===== src/rtl/sc_stream_decoder.sv =====
// Stochastic bit-stream decoder: counts ones over a 2**W-sample window and
// reports the unsigned ones-count plus the bipolar value 2*count - N.
module sc_stream_decoder #(
  parameter int W    = 8,
  parameter bit CONT = 1'b0
) (
  input  logic           clk,
  input  logic           rst,
  input  logic           start,
  input  logic           x,
  input  logic           x_vld,
  output logic           busy,
  output logic           done,
  output logic [W:0]     count,
  output logic [W+1:0]   bip
);

  typedef enum logic [0:0] {
    ST_IDLE = 1'b0,
    ST_RUN  = 1'b1
  } state_t;

  localparam logic [W:0]   ZERO_W1   = {(W+1){1'b0}};
  localparam logic [W:0]   ONE_W1    = {{W{1'b0}}, 1'b1};
  localparam logic [W:0]   NCNT_LAST = {1'b0, {W{1'b1}}};
  localparam logic [W+1:0] N_BIP     = {2'b01, {W{1'b0}}};
  // -N in W+2 bits, matching count == 0 after reset
  localparam logic [W+1:0] BIP_RST   = {2'b11, {W{1'b0}}};

  state_t       r_state;
  state_t       w_state_nxt;
  logic [W:0]   r_acc;
  logic [W:0]   w_acc_nxt;
  logic [W:0]   r_ncnt;
  logic [W:0]   w_ncnt_nxt;
  logic [W:0]   r_count;
  logic [W:0]   w_count_nxt;
  logic [W+1:0] r_bip;
  logic [W+1:0] w_bip_nxt;
  logic         r_done;
  logic         w_done_nxt;
  logic         r_busy;
  logic [W:0]   w_sum;
  logic [W+1:0] w_bip_calc;

  // Running sum including the current sample; acc <= N-1 here, so no wrap.
  assign w_sum      = r_acc + {{W{1'b0}}, x};
  assign w_bip_calc = {w_sum, 1'b0} - N_BIP;

  // Next-state, accumulator and result update logic.
  always_comb begin
    w_state_nxt = r_state;
    w_acc_nxt   = r_acc;
    w_ncnt_nxt  = r_ncnt;
    w_count_nxt = r_count;
    w_bip_nxt   = r_bip;
    w_done_nxt  = 1'b0;
    case (r_state)
      ST_IDLE: begin
        if (start) begin
          w_state_nxt = ST_RUN;
          w_acc_nxt   = ZERO_W1;
          w_ncnt_nxt  = ZERO_W1;
        end else begin
          w_state_nxt = ST_IDLE;
        end
      end
      ST_RUN: begin
        if (x_vld) begin
          if (r_ncnt == NCNT_LAST) begin
            // Last sample: publish result and rearm counters on the same edge
            w_count_nxt = w_sum;
            w_bip_nxt   = w_bip_calc;
            w_done_nxt  = 1'b1;
            w_acc_nxt   = ZERO_W1;
            w_ncnt_nxt  = ZERO_W1;
            if (CONT) begin
              w_state_nxt = ST_RUN;
            end else begin
              w_state_nxt = ST_IDLE;
            end
          end else begin
            w_acc_nxt  = w_sum;
            w_ncnt_nxt = r_ncnt + ONE_W1;
          end
        end else begin
          w_acc_nxt  = r_acc;
          w_ncnt_nxt = r_ncnt;
        end
      end
      default: begin
        w_state_nxt = ST_IDLE;
        w_acc_nxt   = ZERO_W1;
        w_ncnt_nxt  = ZERO_W1;
      end
    endcase
  end

  // State, counters and registered outputs.
  always_ff @(posedge clk or posedge rst) begin
    if (rst) begin
      r_state <= ST_IDLE;
      r_acc   <= ZERO_W1;
      r_ncnt  <= ZERO_W1;
      r_count <= ZERO_W1;
      r_bip   <= BIP_RST;
      r_done  <= 1'b0;
      r_busy  <= 1'b0;
    end else begin
      r_state <= w_state_nxt;
      r_acc   <= w_acc_nxt;
      r_ncnt  <= w_ncnt_nxt;
      r_count <= w_count_nxt;
      r_bip   <= w_bip_nxt;
      r_done  <= w_done_nxt;
      r_busy  <= (w_state_nxt == ST_RUN);
    end
  end

  assign busy  = r_busy;
  assign done  = r_done;
  assign count = r_count;
  assign bip   = r_bip;

endmodule


===== config.mk =====
export PLATFORM = sky130hd
export DESIGN_NAME = sc_stream_decoder
export DESIGN_NICKNAME = d
export VERILOG_FILES = /design/src/rtl/sc_stream_decoder.sv
export SDC_FILE = /design/constraint.sdc
export NUM_CORES = 1
export LEC_CHECK = 0
export CORE_MARGIN = 2
export CORE_UTILIZATION = 47
export DETAILED_ROUTE_END_ITERATION = 12
export HOLD_SLACK_MARGIN = 0.12
export PLACE_DENSITY = 0.74
export SETUP_SLACK_MARGIN = 0.05
export SKIP_CTS_REPAIR_TIMING = 1
export SYNTH_ARGS = -nofsm -noshare
export SYNTH_HDL_FRONTEND = slang
export SYNTH_SLANG_ARGS = --single-unit

===== constraint.sdc =====
create_clock -name clk -period 1.8 [get_ports clk]
set_input_delay 0.45 -clock clk [delete_from_list [all_inputs] [get_ports clk]]
set_output_delay 0.45 -clock clk [all_outputs]
set_load 0.01 [all_outputs]

==> results_dict.tcl, run 1 <==
set metrics [dict create \
    synth_flop_cell "dfrtp_1" \
    synth_warnings 0 \
    p_per_area_nw_per_um2 677 \
    final_antenna_net_count 0 \
    vias 1348 \
    synth.avg_cell_area_um2 9.77 \
    ys_types 35 \
    ys_seq_elements 31 \
    p_seq_share_pct 57.9 \
    syn_to_final_growth_pct 33.1 \
    cts_buffer_depth 2 \
    setup_viol 0 \
    die_area_um2 3920 \
    io_buffers 24 \
    antenna_found_initial 0 \
    syn-cell-area_um2 1610 \
    critPathKind "reg -> reg" \
    viasPerCell 5.37 \
    status "complete, no violations" \
    first_iter_violations 44 \
    hold_violations 0 \
    path_clk_slew_ns 0.09 \
    drv_slew 0 \
    netlist_instances 165 \
    finClkSkew_ns 0.0123 \
    nets 213 \
    initial_core_util_pct 48.7 \
    finalCritPeriodShare_pct 95.3 \
    clockPowerShare_pct 26.6 \
    place_ws_ns -0.420 \
    cp-start-kind "register" \
    antenna_cells 0 \
    grt.total_usage_pct 17.5 \
    clkLatencyLatePin_ns 0.34 \
    place_hpwl_um 2190 \
    dr.pass1.iters 4 \
    gp_congestion 0.787 \
    cts_tree "yes" \
    grt-ovfl-total 0 \
    cts_sinks 31 \
    switching_power_uw 424 \
    drc 0 \
    intPower_uw 1030 \
    grt_first_pass_wirelength_um 5330 \
    drv_cap 0 \
    worst-path-max-fanout 6 \
    std_cell_rows 21 \
    ys_seq_area_share_pct 48.3 \
    endpoint_kind "register" \
    cts_buffers 5 \
    grt_setup_unrepaired "yes" \
    p_sw_share_pct 29.1 \
    min_path_type "reg -> reg" \
    cts-htree-levels 2 \
    drive_above_1_share_pct 28.8 \
    min_period_ns 1.72 \
    fmax_mhz 583 \
    cts-root-buf "clkbuf_4" \
    wl_per_cell_um 14.0 \
    ios 26 \
    die_w_um 62.6 \
    async_flop_share_pct 100 \
    syn-num-nets 174 \
    fin_util_pct 64.9 \
    cp_data_required_time_ns 2.03 \
    wl_um 3530 \
    grt_pass1_vias 1200 \
    grt_max_degree 32 \
    p_comb_share_pct 15.5 \
    synth_edf_count 0 \
    peakVddDrop_mv 0.606 \
    core_area_um2 3310 \
    die_y_um 62.6 \
    crit_arrival_ns 1.95 \
    p_leak_uw 0.00111 \
    fin_ws_ns 0.0845 \
]
[per-layer routing]
layer	share of wire, %	routed length, um	track usage, %
met2	52	1830	29.0
met1	41	1440	20.7
met4	2.2	78	10.0
met3	5.0	178	4.32
met5	0	0	0
[worst paths after layout]
check                      startpoint        end  slack, ns  cells past startpoint
max reg2reg                 r_ncnt[0]  r_ncnt[1]       0.08                      6
max in group asynchronous         rst     bip[9]       0.98                      3
min                            bip[9]     bip[9]       0.46                      2
max                         r_ncnt[0]  r_ncnt[1]       0.08                      6
min in group asynchronous         rst   r_acc[1]       0.49                      3
min reg2reg                    bip[9]     bip[9]       0.46                      2
[cell usage after synthesis, types with 2 or more instances]
cell type | count | area [um^2]
ha_1 | 4 | 50.1
xor2_1 | 4 | 35.0
inv_1 | 2 | 7.51
nand2_2 | 7 | 43.8
and2_1 | 2 | 12.5
nor2_1 | 10 | 37.5
and3_1 | 2 | 12.5
nor3_1 | 3 | 15.0
nand2_1 | 25 | 93.8
a22o_1 | 4 | 35.0
buf_4 | 8 | 60.1
clkbuf_1 | 2 | 7.51
dfstp_2 | 2 | 52.6
dfrtp_1 | 29 | 726
buf_6 | 2 | 22.5
nand3_1 | 5 | 25.0
nor2b_1 | 5 | 31.3
o21ai_0 | 17 | 85.1
o31ai_1 | 6 | 45.0
o21ai_2 | 7 | 61.3
xnor2_1 | 5 | 43.8
[power groups by stage]
stage / combinational, uW / clock (uW) / sequential (uW)
after floorplan: 138 / 0 / 818
after global placement: 187 / 0 / 828
after detailed placement: 197 / 0 / 831
after CTS: 197 / 400 / 819
after global routing: 255 / 427 / 852
final: 225 / 387 / 842
[state kept, by name (all words and copies together) (netlist names)]
| register | cells |
|---|---|
| r_ncnt | 9 |
| busy | 1 |
| bip | 2 |
| r_acc | 9 |
| done | 1 |
| count | 9 |
[cell usage in the layout (no fill, tap or decap), types with 3 or more instances in the layout]
cell type,instances
clkbuf_4,5
o31ai_1,5
nor2b_1,5
buf_4,19
or3_4,3
o21ai_2,7
dlymetal6s2s_1,13
nand2_2,7
dfrtp_1,27
clkbuf_1,3
xnor2_1,4
nand3_1,4
clkdlybuf4s50_1,11
xor2_1,4
nor2_1,9
a22o_1,4
nand2_1,25
o21ai_0,16
[kinds of logic after synthesis]
family	synth area share, %
buffers and inverters	7.29
AOI/OAI and AO/OA	15.4
adders and majority gates	3.10
DFF	48.3
other	0.233
and+or+nand+nor	20.2
xor gates and xnor gates	4.89
muxes	0.621
[layout make-up]
cell class,count,area [um^2]
clock buffers,8,48.8
fillers,269,1160
inverters,2,7.51
multi-input cells,120,826
flip-flops and latches,31,781
well taps,46,57.6
repair buffers,44,427
[through the flow]
stage                     std cells  area [um^2]  hold slack, ns  TNS [ns]  power [uW]
final                           251         2150           0.462         0        1450
after global routing            251         2150           0.484   -0.0553        1530
after CTS                       245         1970           0.466    -0.276        1420
after detailed placement        237         1920           0.454     -4.34        1030
after global placement          237         1920           0.443     -3.54        1010
after floorplan                 165         1620           0.460    -0.103         956
[critical path, cell delays in order (launching register included)]
cell and delay (ns):
dfrtp_1 0.46, ha_4 0.18, nand2_1 0.10, or2_4 0.29
buf_4 0.16, o21a_4 0.24, a22o_1 0.19
Power figures use the tool's default switching activity.
==> run 2: changes to the inputs <==
- CTS_CLUSTER_SIZE: default -> 25
==> results of run 2 <==
The final DEF is identical to that of run 1; final timing and power are the same.
==> run 3: changes to the inputs <==
- CELL_PAD_IN_SITES_DETAIL_PLACEMENT: default -> 0
- CELL_PAD_IN_SITES_GLOBAL_PLACEMENT: default -> 1
- CORE_UTILIZATION: 47 -> 36
- PLACE_DENSITY: 0.74 -> default
- PLACE_DENSITY_LB_ADDON: default -> 0.1
==> run 3 against run 2 <==
Sequential share of layout area is 0.84 points lower. Worst hold slack got worse by 0.0070 ns. Flip-flop and latch count unchanged. Non-clock buffer count rose by 2. Clock power up 45%. Wire length is 2.4% higher. Cell count grew 3.2%. Combinational power grew 13%. Die area up 28%. Global-route usage shrank 3.1 points. Critical path depth grew 1. Largest cell class unchanged.
==> results_dict.tcl, run 3 (synthesis results as in run 1) <==
set metrics [dict create \
    status "complete, no violations" \
    n_fill_cell 411 \
    nets 216 \
    final_antenna_net_count 0 \
    drv_cap 0 \
    p_per_area_nw_per_um2 749 \
    die_y_um 70.9 \
    critPathKind "in -> reg" \
    seq_area_um2 779 \
    worst-path-max-fanout 6 \
    fmax_mhz 578 \
    finClkSkew_ns 0.00793 \
    min_period_ns 1.73 \
    grt.total_usage_pct 14.4 \
    drc 0 \
    multi_input_area_um2 835 \
    cts_tree "yes" \
    place_hpwl_um 2240 \
    path_clk_slew_ns 0.07 \
    ios 26 \
    vias 1294 \
    hold_violations 0 \
    crit_chain "clkdlybuf4s50_1, nand2_1, buf_4, nor4_1, buf_4, nand2_1, nand2_1" \
    wl_um 3610 \
    drive_above_1_share_pct 30.0 \
    place_inst 245 \
    timing.critical_path.buf_inv 3 \
    die_area_um2 5030 \
    cts_sinks 31 \
    initial_core_util_pct 37.3 \
    cts-htree-levels 2 \
    antenna_found_initial 0 \
    cts_buffer_depth 2 \
    cts-root-buf "clkbuf_8" \
    grt_max_degree 32 \
    met3WireLength_um 142 \
    setup_viol 0 \
    routed-wl-met2_um 1780 \
    endpoint_kind "register" \
    wl_per_cell_um 13.9 \
    finalCritPeriodShare_pct 96.2 \
    crit_arrival_ns 1.97 \
    min_path_type "reg -> reg" \
    wl_met1_um 1610 \
    core_area_um2 4320 \
    final_common_cell "dfrtp_1" \
    grt_first_pass_wirelength_um 5620 \
    peakVddDrop_mv 0.402 \
    io_buffers 24 \
    cp-start-kind "primary input" \
    cpMaxStageDelayCell "clkdlybuf4s50_1" \
    cp_data_required_time_ns 2.03 \
    layout.cells.non_filler 259 \
    grt-ovfl-total 0 \
    grt_setup_unrepaired "yes" \
    die_w_um 70.9 \
    slowest_delay_ns 0.51 \
    dr.pass1.iters 4 \
    critPathMostFrequentCell "nand2_1" \
    clkLatencyLatePin_ns 0.29 \
    final_cell_mix "dfrtp_1, nand2_1, clkdlybuf4s50_1" \
    fin_util_pct 50.8 \
    highest_layer "met4" \
    cts_buffers 5 \
    first_iter_violations 87 \
    p_leak_uw 0.000972 \
    std_cell_rows 24 \
    critical_path.top_delay_family "buffers and inverters" \
    grt_pass1_vias 1200 \
    viasPerCell 5.00 \
    antenna_cells 0 \
    gp_congestion 0.771 \
    syn_to_final_growth_pct 36.1 \
    drv_slew 0 \
]
==> run 3: cell count changes in the layout (fill, tap and decap cells not counted), sizes merged <==
cell / previous run / this run
buf: 20 / 22
clkbuf: 8 / 6
clkdlybuf4s50: 11 / 21
clkinv: 0 / 1
dlymetal6s2s: 13 / 3
or3: 3 / 4
==> run 3: routing by layer <==
| metal | GRT usage, % | vias up |
|---|---|---|
| li1 | - | 641 |
| met2 | 22.1 | 23 |
| met1 | 18.3 | 621 |
| met5 | 0 | - |
| met4 | 6.50 | 0 |
| met3 | 5.27 | 9 |
==> run 3: worst paths after layout <==
path / start / to / slack, ns / cells after the start
worst max-delay path: x_vld / bip[8] / 0.07 / 7
worst min-delay path: bip[8] / bip[8] / 0.45 / 2
worst max register to register: r_ncnt[1] / r_ncnt[1] / 0.10 / 6
worst min register to register: bip[8] / bip[8] / 0.45 / 2
max in group asynchronous: rst / busy / 0.92 / 3
min in group asynchronous: rst / count[7] / 0.54 / 3
==> run 3: per-stage QoR <==
stage	setup WS (ns)	cell area (um^2)	total power (uW)	setup TNS [ns]	hold slack (ns)
2_1_floorplan	-0.0204	1620	956	-0.103	0.460
3_3_place_gp	-0.359	1950	1030	-3.34	0.442
3_5_place_dp	-0.383	1950	1040	-3.69	0.452
4_1_cts	-0.0852	2030	1600	-0.224	0.461
5_1_grt	0.0262	2190	1740	0	0.473
6_report	0.0689	2190	1640	0	0.455
==> run 3: tightest hold or removal path, delay by kind of cell (launching register included) <==
| family | cells | cell delay, ns |
|---|---|---|
| DFF | 1 | 0.37 |
| and+or+nand+nor | 2 | 0.08 |
==> run 3: final cells by class <==
type / instances / share of cell area [%]
Sequential cell: 31 / 35.5
Multi-Input combinational cell: 121 / 38.0
Clock buffer: 6 / 3.76
Timing Repair Buffer: 46 / 19.2
Inverter: 2 / 0.342
Clock inverter: 1 / 0.228
Tap cell: 52 / 2.96
==> run 3: power breakdown <==
part	internal, uW	switching (uW)	total [uW]
sequential	754	76.2	830
combinational	139	115	254
clock	300	261	560
total	1190	452	1640
==> patch, RTL diff (config.mk and constraints of run 1) <==
`W`: 8 -> 9.
--- a/src/rtl/sc_stream_decoder.sv
+++ b/src/rtl/sc_stream_decoder.sv
@@ -1,7 +1,7 @@
 // Stochastic bit-stream decoder: counts ones over a 2**W-sample window and
 // reports the unsigned ones-count plus the bipolar value 2*count - N.
 module sc_stream_decoder #(
-  parameter int W    = 8,
+  parameter int W    = 9,
   parameter bit CONT = 1'b0
 ) (
   input  logic           clk,
Interface: changed (resized bip and count); port bits go from 26 to 28. The function was not compared with the original's and may differ.
==> patch against run 1 <==
  * Via count is 11% higher
  * Synthesized area is 9.5% higher
  * Sequential cell count is 3 higher
  * Fmax is 1.6% lower
  * Total power is 25% higher
  * Final area is 11% higher
  * Wire length is 14% higher
  * Worst setup slack worse by 0.029 ns
  * Count of clock-buffer cells in the layout stayed put
  * Sequential power is 6.4% higher
  * Synthesized cell count is 7.3% higher
==> patch: results (changes against run 1) <==
=================================================================================
Length of routed wiring on met1 ....................................      1740 um   +21%
Via count of the first global-routing pass .........................         1498   +25%
Startpoint of the worst-slack reg-to-reg timing path ...............    r_ncnt[9]
Lkg Pwr ............................................................      1.05 nW   -5.1%
Total track usage ..................................................        0.198   +0.0225
Critical path peak fanout ..........................................           11   +5
Routed wire per std cell ...........................................      15.1 um   +7.7%
Clock tree skew after final layout .................................   0.00313 ns   -0.00919 ns
Result of the run ..................................................    completed
Met2 wire length ...................................................      1980 um   +8.0%
RePlAce Congestion .................................................        0.904   +15%
Cell type group with the largest total delay on the critical path .. buffers and inverters
First-pass GRT wire length .........................................      6490 um   +22%
Xor/xnor share of the synthesized area .............................       0.0397   -0.00922
Post-detailed-route via-to-cell ratio ..............................         5.61   +4.4%
Register clock-pin slew on the reported worst setup and hold paths .      0.07 ns   -0.02 ns
Switching power summed over all nets ...............................     0.471 mW   +11%
Peak per-stage delay on the critical path ..........................      0.50 ns   +0.04 ns
Reported sequential group power ....................................     0.896 mW   +6.4%
Top cells by area, synth ........................................... sky130_fd_sc_hd__dfrtp_1, sky130_fd_sc_hd__o21ai_0, sky130_fd_sc_hd__buf_4
Clock insertion delay at the later pin of the skew report ..........      0.29 ns   -0.05 ns
GRT met3 Usage .....................................................       0.0342   -0.00900
Clock tree root driver cell ........................................ sky130_fd_sc_hd__clkbuf_8
Register-to-register path setup slack ..............................      0.06 ns   -0.03 ns
Met2 track utilization from global routing .........................        0.335   +0.0451
Ratio of cells with drive above 1 in the final layout ..............        0.229   -0.0584
Synth Net Count ....................................................          186   +6.9%
=================================================================================
## patch: worst max-delay path by stage
stage,start,end,slack [ns],cells after the start
6_report,x_vld,r_ncnt[9],0.06,6
5_1_grt,r_ncnt[9],bip[10],-0.01,4
4_1_cts,x,count[8],-0.18,7
2_1_floorplan,x,count[8],0.07,6
3_5_place_dp,x,count[8],-0.48,7
3_3_place_gp,x,count[8],-0.44,7
## patch: kinds of logic (layout without fill, tap and decap cells)
family / count (synthesis) / in the layout
compound gates: 48 / 48
flops: 34 / 34
buf+inv: 24 / 65
other cells: 1 / 1
xor+xnor: 8 / 8
fa+ha+maj: 4 / 4
mux: 4 / 4
simple gates: 54 / 54
## patch: final cells by class
type                            instances  area [um^2]  area share
Sequential cell                        34          855       0.360
Tap cell                               48         60.1      0.0253
Inverter                                8         30.0      0.0127
Timing Repair Buffer                   49          482       0.203
Multi-Input combinational cell        119          837       0.353
Clock buffer                            8          110      0.0464
## patch: per-stage QoR
| stage | hold slack [ns] | cell area (um^2) | util | power (mW) |
|---|---|---|---|---|
| global route | 0.526 | 2370 | 0.653 | 1.90 |
| floorplan | 0.480 | 1770 | - | 1.04 |
| detailed placement | 0.487 | 2170 | 0.597 | 1.13 |
| global placement | 0.478 | 2170 | 0.597 | 1.12 |
| CTS | 0.498 | 2280 | 0.627 | 1.79 |
| finish | 0.493 | 2370 | 0.653 | 1.82 |
## patch: worst reg2reg max path, cell delays in order, from the launching register on
cell and delay, ns:
sky130_fd_sc_hd__dfrtp_1 0.40, sky130_fd_sc_hd__and4b_1 0.35, sky130_fd_sc_hd__nor4b_4 0.32, sky130_fd_sc_hd__or3b_4 0.44, sky130_fd_sc_hd__o221ai_2 0.16
